File: src/rtl/mod_sort_pkg.sv
// Shared constants and helpers for the mod_sort8 bubble-sort engine.
package mod_sort_pkg;

  localparam logic [1:0] ST_LOAD  = 2'd0;
  localparam logic [1:0] ST_SORT  = 2'd1;
  localparam logic [1:0] ST_DRAIN = 2'd2;

  localparam int W            = 16;
  localparam int SWAP_CNT_MAX = 255;

  function automatic logic [7:0] sat_inc8(input logic [7:0] v);
    if (v == 8'(SWAP_CNT_MAX)) begin
      return v;
    end else begin
      return v + 8'd1;
    end
  endfunction

endpackage

File: src/rtl/mod_sort8_if.sv
// Producer/consumer streams plus status of the mod_sort8 engine.
interface mod_sort8_if;
  import mod_sort_pkg::*;

  logic         in_valid;
  logic         in_ready;
  logic [W-1:0] in_data;
  logic         desc;
  logic         out_valid;
  logic         out_ready;
  logic [W-1:0] out_data;
  logic         out_last;
  logic         busy;
  logic [7:0]   swap_cnt;

  modport master (
    output in_valid, in_data, desc, out_ready,
    input  in_ready, out_valid, out_data, out_last, busy, swap_cnt
  );

  modport slave (
    input  in_valid, in_data, desc, out_ready,
    output in_ready, out_valid, out_data, out_last, busy, swap_cnt
  );

endinterface

File: src/rtl/mod_comp16.sv
// 16-bit magnitude comparator with cascade inputs for ties.
module mod_comp16 (
  input  logic [15:0] a,
  input  logic [15:0] b,
  input  logic        gt_in,
  input  logic        eq_in,
  input  logic        lt_in,
  output logic        gt,
  output logic        eq,
  output logic        lt
);

  assign gt = (a > b) | ((a == b) & gt_in);
  assign eq = (a == b) & eq_in;
  assign lt = (a < b) | ((a == b) & lt_in);

endmodule

File: src/rtl/mod_sort_ctrl.sv
// Sequencer for mod_sort8: load/sort/drain FSM with write, read, pair and pass counters.
module mod_sort_ctrl
  import mod_sort_pkg::*;
#(
  parameter  int N  = 8,
  localparam int AW = $clog2(N)
) (
  input  logic          clk,
  input  logic          rst,
  input  logic          in_valid,
  input  logic          out_ready,
  input  logic          swap,
  output logic          in_ready,
  output logic          out_valid,
  output logic          out_last,
  output logic          busy,
  output logic          wr_en,
  output logic          first_acc,
  output logic          sort_start,
  output logic          swap_en,
  output logic          rd_en,
  output logic [AW-1:0] rd_addr,
  output logic [AW-1:0] wptr,
  output logic [AW-1:0] idx
);

  localparam logic [AW-1:0] ZERO      = {AW{1'b0}};
  localparam logic [AW-1:0] ONE       = AW'(1);
  localparam logic [AW-1:0] LAST      = AW'(N - 1);
  localparam logic [AW-1:0] LAST_PAIR = AW'(N - 2);

  logic [1:0]    state_r, state_s;
  logic [AW-1:0] wptr_r, rptr_r, rptr_s, idx_r, pass_r;
  logic          pass_swapped_r;
  logic          in_ready_r, out_valid_r, out_last_r, busy_r;
  logic          accept_s, hs_s, in_sort_s, last_pair_s, sort_done_s;

  // Next-state, handshake and datapath-enable decode.
  always_comb begin
    accept_s    = in_ready_r & in_valid;
    hs_s        = out_valid_r & out_ready;
    in_sort_s   = (state_r == ST_SORT);
    last_pair_s = (idx_r == LAST_PAIR);
    swap_en     = in_sort_s & swap;
    // A swap on the final pair still counts as a dirty pass; the pass cap overrides.
    sort_done_s = in_sort_s & last_pair_s &
                  (~(pass_swapped_r | swap_en) | (pass_r == LAST));
    state_s = state_r;
    case (state_r)
      ST_LOAD:  if (accept_s && (wptr_r == LAST)) state_s = ST_SORT;  else state_s = state_r;
      ST_SORT:  if (sort_done_s)                   state_s = ST_DRAIN; else state_s = state_r;
      ST_DRAIN: if (hs_s && (rptr_r == LAST))      state_s = ST_LOAD;  else state_s = state_r;
      default:  state_s = ST_LOAD;
    endcase
    if (hs_s) begin
      if (rptr_r == LAST) rptr_s = ZERO;
      else                rptr_s = rptr_r + ONE;
    end else begin
      rptr_s = rptr_r;
    end
    wr_en      = accept_s;
    first_acc  = accept_s & (wptr_r == ZERO);
    sort_start = accept_s & (wptr_r == LAST);
    rd_en      = sort_done_s | (hs_s & (rptr_r != LAST));
    rd_addr    = rptr_s;
  end

  // State, counters and registered stream/status outputs.
  always_ff @(posedge clk or posedge rst) begin
    if (rst) begin
      state_r        <= ST_LOAD;
      wptr_r         <= ZERO;
      rptr_r         <= ZERO;
      idx_r          <= ZERO;
      pass_r         <= ZERO;
      pass_swapped_r <= 1'b0;
      in_ready_r     <= 1'b1;
      out_valid_r    <= 1'b0;
      out_last_r     <= 1'b0;
      busy_r         <= 1'b0;
    end else begin
      state_r     <= state_s;
      rptr_r      <= rptr_s;
      in_ready_r  <= (state_s == ST_LOAD);
      busy_r      <= (state_s == ST_SORT);
      out_valid_r <= (state_s == ST_DRAIN);
      out_last_r  <= (state_s == ST_DRAIN) && (rptr_s == LAST);
      if (accept_s) begin
        wptr_r <= (wptr_r == LAST) ? ZERO : wptr_r + ONE;
      end
      if (in_sort_s && !last_pair_s) begin
        idx_r          <= idx_r + ONE;
        pass_swapped_r <= pass_swapped_r | swap_en;
      end else begin
        idx_r          <= ZERO;
        pass_swapped_r <= 1'b0;
      end
      if (in_sort_s && last_pair_s) begin
        pass_r <= pass_r + ONE;
      end else if (!in_sort_s) begin
        pass_r <= ZERO;
      end
    end
  end

  assign in_ready  = in_ready_r;
  assign out_valid = out_valid_r;
  assign out_last  = out_last_r;
  assign busy      = busy_r;
  assign wptr      = wptr_r;
  assign idx       = idx_r;

endmodule

File: src/rtl/mod_sort8.sv
// In-place bubble-sort engine: N-word buffer, one shared comparator, one compare-and-swap per cycle.
module mod_sort8
  import mod_sort_pkg::*;
#(
  parameter int N = 8
) (
  input logic       clk,
  input logic       rst,
  mod_sort8_if.slave bus
);

  localparam int AW = $clog2(N);
  localparam logic [AW-1:0] ONE = AW'(1);

  logic [W-1:0]  mem_r [N];
  logic [W-1:0]  a_s, b_s, rd_val_s, out_data_r;
  logic [AW-1:0] idx_s, idx_p1_s, wptr_s, rd_addr_s;
  logic          gt_s, eq_s, lt_s, swap_s, swap_en_s;
  logic          wr_en_s, first_acc_s, sort_start_s, rd_en_s;
  logic          desc_q_r;
  logic [7:0]    swap_cnt_r;

  mod_sort_ctrl #(.N(N)) u_ctrl (
    .clk        (clk),
    .rst        (rst),
    .in_valid   (bus.in_valid),
    .out_ready  (bus.out_ready),
    .swap       (swap_s),
    .in_ready   (bus.in_ready),
    .out_valid  (bus.out_valid),
    .out_last   (bus.out_last),
    .busy       (bus.busy),
    .wr_en      (wr_en_s),
    .first_acc  (first_acc_s),
    .sort_start (sort_start_s),
    .swap_en    (swap_en_s),
    .rd_en      (rd_en_s),
    .rd_addr    (rd_addr_s),
    .wptr       (wptr_s),
    .idx        (idx_s)
  );

  assign idx_p1_s = idx_s + ONE;
  assign a_s      = mem_r[idx_s];
  assign b_s      = mem_r[idx_p1_s];

  mod_comp16 u_comp (
    .a     (a_s),
    .b     (b_s),
    .gt_in (1'b0),
    .eq_in (1'b1),
    .lt_in (1'b0),
    .gt    (gt_s),
    .eq    (eq_s),
    .lt    (lt_s)
  );

  // Swap decision and a read port that sees a swap landing on the same edge.
  always_comb begin
    if (desc_q_r) swap_s = lt_s & ~eq_s;
    else          swap_s = gt_s & ~eq_s;
    rd_val_s = mem_r[rd_addr_s];
    if (swap_en_s && (rd_addr_s == idx_s)) begin
      rd_val_s = b_s;
    end else if (swap_en_s && (rd_addr_s == idx_p1_s)) begin
      rd_val_s = a_s;
    end else begin
      rd_val_s = mem_r[rd_addr_s];
    end
  end

  // Word buffer: loads from the input stream, exchanges pairs while sorting.
  always_ff @(posedge clk) begin
    if (wr_en_s) begin
      mem_r[wptr_s] <= bus.in_data;
    end else if (swap_en_s) begin
      mem_r[idx_s]    <= b_s;
      mem_r[idx_p1_s] <= a_s;
    end
  end

  // Batch order, swap statistics and the registered output word.
  always_ff @(posedge clk or posedge rst) begin
    if (rst) begin
      desc_q_r   <= 1'b0;
      swap_cnt_r <= 8'd0;
      out_data_r <= {W{1'b0}};
    end else begin
      if (first_acc_s) desc_q_r <= bus.desc;
      if (sort_start_s) begin
        swap_cnt_r <= 8'd0;
      end else if (swap_en_s) begin
        swap_cnt_r <= sat_inc8(swap_cnt_r);
      end
      if (rd_en_s) out_data_r <= rd_val_s;
    end
  end

  assign bus.out_data = out_data_r;
  assign bus.swap_cnt = swap_cnt_r;

endmodule

File: src/flat_wrapper.sv
// flat-port wrapper written by rule: the top's interface ports become plain ports
module mod_sort8_flat import mod_sort_pkg::*;
#(
  parameter int N = 8
)
  (clk, rst, bus_in_valid, bus_in_data, bus_desc, bus_out_ready, bus_in_ready, bus_out_valid, bus_out_data, bus_out_last, bus_busy, bus_swap_cnt);
  mod_sort8_if bus_i ();
  input logic clk;
  input logic rst;
  input wire logic [$bits(bus_i.in_valid)-1:0] bus_in_valid;
  input wire logic [$bits(bus_i.in_data)-1:0] bus_in_data;
  input wire logic [$bits(bus_i.desc)-1:0] bus_desc;
  input wire logic [$bits(bus_i.out_ready)-1:0] bus_out_ready;
  output wire logic [$bits(bus_i.in_ready)-1:0] bus_in_ready;
  output wire logic [$bits(bus_i.out_valid)-1:0] bus_out_valid;
  output wire logic [$bits(bus_i.out_data)-1:0] bus_out_data;
  output wire logic [$bits(bus_i.out_last)-1:0] bus_out_last;
  output wire logic [$bits(bus_i.busy)-1:0] bus_busy;
  output wire logic [$bits(bus_i.swap_cnt)-1:0] bus_swap_cnt;
  assign bus_i.in_valid = bus_in_valid;
  assign bus_i.in_data = bus_in_data;
  assign bus_i.desc = bus_desc;
  assign bus_i.out_ready = bus_out_ready;
  assign bus_in_ready = bus_i.in_ready;
  assign bus_out_valid = bus_i.out_valid;
  assign bus_out_data = bus_i.out_data;
  assign bus_out_last = bus_i.out_last;
  assign bus_busy = bus_i.busy;
  assign bus_swap_cnt = bus_i.swap_cnt;
  mod_sort8 #(.N(N)) u_core (.clk(clk), .rst(rst), .bus(bus_i));
endmodule
File: config.mk
export PLATFORM = sky130hd
export DESIGN_NAME = mod_sort8_flat
export DESIGN_NICKNAME = d
export VERILOG_FILES = /design/src/rtl/mod_sort_pkg.sv /design/src/rtl/mod_sort8_if.sv /design/src/rtl/mod_comp16.sv /design/src/rtl/mod_sort_ctrl.sv /design/src/rtl/mod_sort8.sv /design/src/flat_wrapper.sv
export SDC_FILE = /design/constraint.sdc
export NUM_CORES = 1
export LEC_CHECK = 0
export BUFFER_PORTS_ARGS = -buffer_cell sky130_fd_sc_hd__buf_2
export CAP_MARGIN = 15
export CORE_UTILIZATION = 45
export CTS_CLUSTER_DIAMETER = 150
export DETAILED_ROUTE_END_ITERATION = 7
export SYNTH_ARGS = -nofsm -noshare
export SYNTH_HDL_FRONTEND = slang
export SYNTH_SLANG_ARGS = --single-unit
File: constraint.sdc
create_clock -name clk -period 18.54 [get_ports clk]
set_input_delay 3.708 -clock clk [delete_from_list [all_inputs] [get_ports clk]]
set_output_delay 3.708 -clock clk [all_outputs]
set_load 0.01 [all_outputs]
After elaboration in Yosys (flattened, before gate mapping)
Memory sizes are Yosys's and may differ from the RTL's.
Index checks and enable logic that the tools add are counted.
{"block": "totals", "regBits": 44, "mem_bits_rw": 128, "in_bits": 21, "output_inout_bits": 28, "wordCells": 91, "n_memories": 1}
{"memory": "u_core.mem_r", "words": 8, "width": 16, "rd": 3, "rd_clocked_by_memory_dff": 0, "wr": 2, "line_no": "mod_sort8.sv:15", "source": "logic [W-1:0] mem_r [N];"}
{"block": "op_classes", "addsub": 5, "n_lt_le_gt_ge": 2, "n_eq_ne": 16, "mux": 25, "n_bitwise": 15, "reduce_logical": 14}
{"cell": "16-bit 2-to-1 mux", "count": 3}
{"cell": "8-bit 2-to-1 mux", "count": 3}
{"cell": "3-bit 2-to-1 mux", "count": 7}
{"cell": "16-bit == test", "count": 1}
{"cell": "16-bit greater-than comparator", "count": 1}
{"cell": "16-bit < comparator", "count": 1}
{"cell": "16-bit OR reduction", "count": 1}
{"cell": "3-bit == test (second input constant)", "count": 5}
{"cell": "3-bit by 1-bit adder with 3-bit output (second input constant)", "count": 4}
{"cell": "1-bit AND", "count": 10}
{"cell": "8-bit by 1-bit adder with 8-bit output (second input constant)", "count": 1}
{"cell": "8-bit == test (second input constant)", "count": 1}
{"cell": "1-bit 2-to-1 mux", "count": 8}
{"cell": "1-bit logical AND", "count": 7}
{"cell": "3-bit == test", "count": 2}
{"cell": "2-bit 2-to-1 mux", "count": 3}
{"cell": "2-bit one-hot mux with 3 select lines", "count": 1}
{"cell": "2-bit by 1-bit == test with 1-bit output (second input constant)", "count": 2}
{"cell": "2-bit == test (second input constant)", "count": 2}
{"cell": "2-bit logical NOT", "count": 2}
{"cell": "2-bit by 1-bit != test with 1-bit output (second input constant)", "count": 2}
{"cell": "3-bit logical NOT", "count": 1}
{"cell": "3-bit != test (second input constant)", "count": 1}
{"cell": "1-bit OR", "count": 3}
{"cell": "4 further kinds", "count": 5}

Logic depth before layout (Yosys ltp)
An unclocked memory read counts as a cell.
{"block": "logic_depth", "ltp_word": 15, "depth_mapped": 22, "ltp_nobuf": 14}

Cells and area by module
A second synthesis with hierarchy kept.
{"block": "unflattened", "cells_unflattened": 961, "area_unflattened_um2": 11344.6}
{"module": "mod_sort8", "instances": 1, "cells_each": 815, "area_each_um2": 9980.8, "seq_area_each_um2": 4469.3}
{"module": "mod_sort_ctrl", "instances": 1, "cells_each": 84, "area_each_um2": 915.9, "seq_area_each_um2": 476.7}
{"module": "mod_comp16", "instances": 1, "cells_each": 62, "area_each_um2": 447.9, "seq_area_each_um2": 0.0}

Least setup slack after synthesis
OpenSTA, ideal clock, no wires.
{"block": "synth_path", "kind": "input to register", "from": "in bus_in_valid", "to": "mem u_core.mem_r[7][0], enable pin", "setup_ps": 411, "t_arrival_ps": 5887, "t_required_ps": 18129, "path_slack_ps": 12242, "stages": 6, "n_path_buf": 2, "cell_sequence": "nand2_1 > nand4_4 > buf_6 > buf_2 > mux2_2 > o21ai_0"}
{"item": "from (decl)", "line_no": "flat_wrapper.sv:10", "source": "input wire logic [$bits(bus_i.in_valid)-1:0] bus_in_valid;"}
{"item": "to (decl)", "line_no": "mod_sort8.sv:15"}

==> qor.csv <==
stage,metric,value,unit
cts,Resize count post-CTS,0,
worst_hold_path,Hold Path Depth,2,
cts,CTS tree,yes,
critical_path,startpoint class of the critical path,flip-flop,
sta,Max Slew Vio Count,0,
floorplan,core region area,25100,µm²
synth,Post-synth ARST share,25.6,%
sta,Final Critical Period,7610,ps
synth,cells after synthesis,852,
synth,Post-Syn Area,11500,µm²
power_and_ir_drop,PwrDens,160,nW/µm²
power_and_ir_drop,Static Leak,4.95,nW
route,routed wire length per instance,27.6,µm
cts,Max Buffers Root-to-Sink,2,
sta,clk_skew,14.5,ps
placement,Post-DP HPWL,23.4,mm
route,Highest Signal Layer,met4,
cts,CTS buffer count,17,
grt,largest net degree at the start of global routing,45,
floorplan,cell row count,58,
sta,final setup TNS,0,ps
route,metal2 WL,16.2,mm
critical_path,"Data arrival, critical path",7670,ps
grt,total grt overflow,0,
grt,gr usage total,27.2,%
cts,Hold Buf Count CTS,0,
route,DRT antenna net count,0,
route,initial DRC count,729,
job,max_cap viols,0,
final_layout,final net count,937,
final_layout,layout cells sized above 1,26.8,%
run_status,outcome,completed,
cts,Post-CTS Setup Inserts,0,
power_and_ir_drop,Worst VDD drop,0.156,mV
synth,dominant synthesized flop cell,edfxtp_1,
worst_hold_path,worst hold path type,reg -> reg,
critical_path,critical path peak fanout,41,
synth,Netlist cell types,55,
synth,Post-synth EDFFs,128,
cts,clock-pin slew on the worst setup and hold paths,60,ps
final_layout,Util after Layout,51.1,%
grt,first-pass GRT wire length,52.1,mm
critical_path,CP required,18600,ps
placement,# port buffers,48,
cts,worst-skew pair later-pin latency,440,ps
route,met3 wire len,2.71,mm
synth,Ys Warns,0,
cts,Clock Sinks,172,
floorplan,I/O pins,49,
route,via/cell ratio,6.56,
final_layout,n_diodes,0,
final_layout,"non-filler cells, final",1233,
synth,Post-Syn Nets,899,
route,Routed WL,34.1,mm
floorplan,Die X,162,µm
critical_path,endpoint class of the critical path,flip-flop,
sta,Fmax,0.131,GHz
synth,Seq cells post-synth,172,
floorplan,Die Y,162,µm
cts,Root Buffer,clkbuf_16,
placement,gpl congestion,0.889,
grt,antenna violations before repair,0,
synth,Syn Area/Cell,13.5,µm²
route,Met1 Wirelength,14.4,mm
grt,number of global-route vias before repair,8186,
floorplan,die area,26200,µm²
floorplan,Initial Util,45.8,%
route,# DRC,0,
critical_path,r2r worst-path depth,13,
route,Vias,8090,
sta,final setup fails,0,
sta,Hold Fails Final Rpt,0,
final_layout,final instance area,12800,µm²
sta,measured slew at the worst slew-check pin,1140,ps
placement,Placed Instances,1199,
route,TritonRoute pass-1 iters,5,
sta,Tcrit/Tclk final,41.1,%
sta,worst relative slew slack,24.1,%
synth,"Seq/Total Area, Yosys",43.0,%
placement,Post-DP Area,12200,µm²
final_layout,Synth-to-Final Area Change,11.6,%
critical_path,"Worst Path Class, Setup",reg -> reg,
sta,RSZ-0062 raised after global routing,false,
cts,Clock H-tree levels,4,
==> synthesized netlist by cell type, types with 4 or more instances <==
cell	count	area share, %
buf_2	24	1.0
o21bai_1	4	0.26
o211ai_1	9	0.59
buf_6	6	0.59
ha_1	26	2.8
or4_1	9	0.59
nor2_1	21	0.69
o31ai_1	26	1.7
nor2b_1	4	0.22
clkbuf_1	20	0.65
nor3_1	6	0.26
dfrtp_1	43	9.4
edfxtp_1	128	33
mux2i_1	193	17
mux4_2	96	19
a211oi_1	8	0.52
xnor2_1	6	0.46
o21ai_0	9	0.39
or3_1	5	0.27
inv_1	38	1.2
buf_1	14	0.46
nand3_1	16	0.70
a31oi_1	10	0.54
a21oi_1	25	1.1
nand2_1	41	1.3
nand4_1	21	1.1
==> sequential cells by signal, summed over array words and instances (netlist names) <==
signal / count
u_core.u_ctrl.pass_swapped_r: 1
u_core.desc_q_r: 1
u_core.u_ctrl.out_last: 1
u_core.bus.out_data: 16
u_core.u_ctrl.wptr: 3
u_core.bus.swap_cnt: 8
u_core.u_ctrl.pass_r: 3
u_core.u_ctrl.busy: 1
u_core.mem_r: 128
u_core.u_ctrl.in_ready: 1
u_core.u_ctrl.out_valid: 1
u_core.u_ctrl.rptr_r: 3
u_core.u_ctrl.idx: 3
u_core.u_ctrl.state_r: 2
==> layout by cell type (no fill, tap or decap), types with 3 or more instances in the layout <==
cell type / netlist / routed
mux4_2: 96 / 96
nand4_1: 21 / 21
buf_2: 24 / 48
a21oi_1: 25 / 25
nor3_2: 0 / 4
o31ai_1: 26 / 26
or4_1: 9 / 9
inv_6: 0 / 3
o21bai_2: 0 / 4
a211oi_1: 8 / 8
nor2b_1: 4 / 4
or2_2: 3 / 3
buf_8: 0 / 4
bufinv_16: 0 / 3
mux2_2: 3 / 3
edfxtp_1: 128 / 128
nor2_1: 21 / 21
a31oi_1: 10 / 10
inv_2: 2 / 3
xnor2_1: 6 / 6
dfrtp_1: 43 / 41
o21ai_0: 9 / 5
clkbuf_16: 0 / 17
inv_1: 38 / 37
nand2_1: 41 / 41
ha_1: 26 / 26
buf_4: 0 / 30
clkinvlp_4: 0 / 3
mux2i_1: 193 / 193
or3_1: 5 / 5
nand3_1: 16 / 16
o211ai_1: 9 / 9
o21ai_2: 0 / 4
o31a_1: 3 / 3
==> routing by layer <==
metal | vias to the layer above | GRT usage, %
li1 | 3506 | -
met1 | 4165 | 37.7
met2 | 371 | 42.9
met5 | - | 0
met4 | 0 | 8.66
met3 | 48 | 5.54
==> logic make-up after synthesis <==
family                     after synthesis  synth area share (%)
AOI/OAI and AO/OA                      107                  6.55
adders and majority gates               26                  2.83
and+or+nand+nor                        141                  6.74
DFF                                    172                  43.0
xor gates and xnor gates                 8                 0.609
buffers and inverters                  104                  4.05
muxes                                  294                  36.2
==> layout make-up <==
| cell class | count | area, µm² |
|---|---|---|
| Fill cell | 2215 | 12300 |
| Multi-Input combinational cell | 576 | 6160 |
| Sequential cell | 172 | 4950 |
| Timing Repair Buffer | 83 | 553 |
| Clock buffer | 19 | 433 |
| Tap cell | 330 | 413 |
| Clock inverter | 13 | 165 |
| Inverter | 40 | 150 |
==> stage by stage <==
step / power, mW / setup slack [ps] / hold slack [ps]
after floorplan: 1.32 / 12240 / 506
after global placement: 1.65 / 11100 / 520
after detailed placement: 1.66 / 10990 / 523
after CTS: 2.04 / 10930 / 532
after global routing: 2.15 / 10460 / 572
final: 2.05 / 10930 / 529
==> final timing paths <==
kind                                          from                       to  slack [ps]
min in group asynchronous                      rst    u_core.u_ctrl.wptr[2]        3480
setup / recovery              u_core.u_ctrl.idx[0]      u_core.mem_r[7][11]       10930
hold / removal             u_core.u_ctrl.pass_r[2]  u_core.u_ctrl.pass_r[2]         530
hold reg to reg            u_core.u_ctrl.pass_r[2]  u_core.u_ctrl.pass_r[2]         530
max in group asynchronous                      rst     u_core.u_ctrl.idx[0]       14370
setup reg to reg              u_core.u_ctrl.idx[0]      u_core.mem_r[7][11]       10930
==> where the power goes <==
group	switching (mW)	internal (mW)
sequential	0.0776	0.519
combinational	0.628	0.444
clock	0.165	0.213
==> worst max-delay path: stages (launching register included) <==
cell       delay (ps)
dfrtp_4           740
buf_4             710
mux4_2            590
mux2i_1           540
buf_4             260
inv_1              50
ha_1              280
nor2b_1           130
o211ai_1          140
a2111oi_4         530
or4_1             600
nand4_4           760
or4_1            1200
o21ai_2           630
Power figures use the tool's default switching activity.
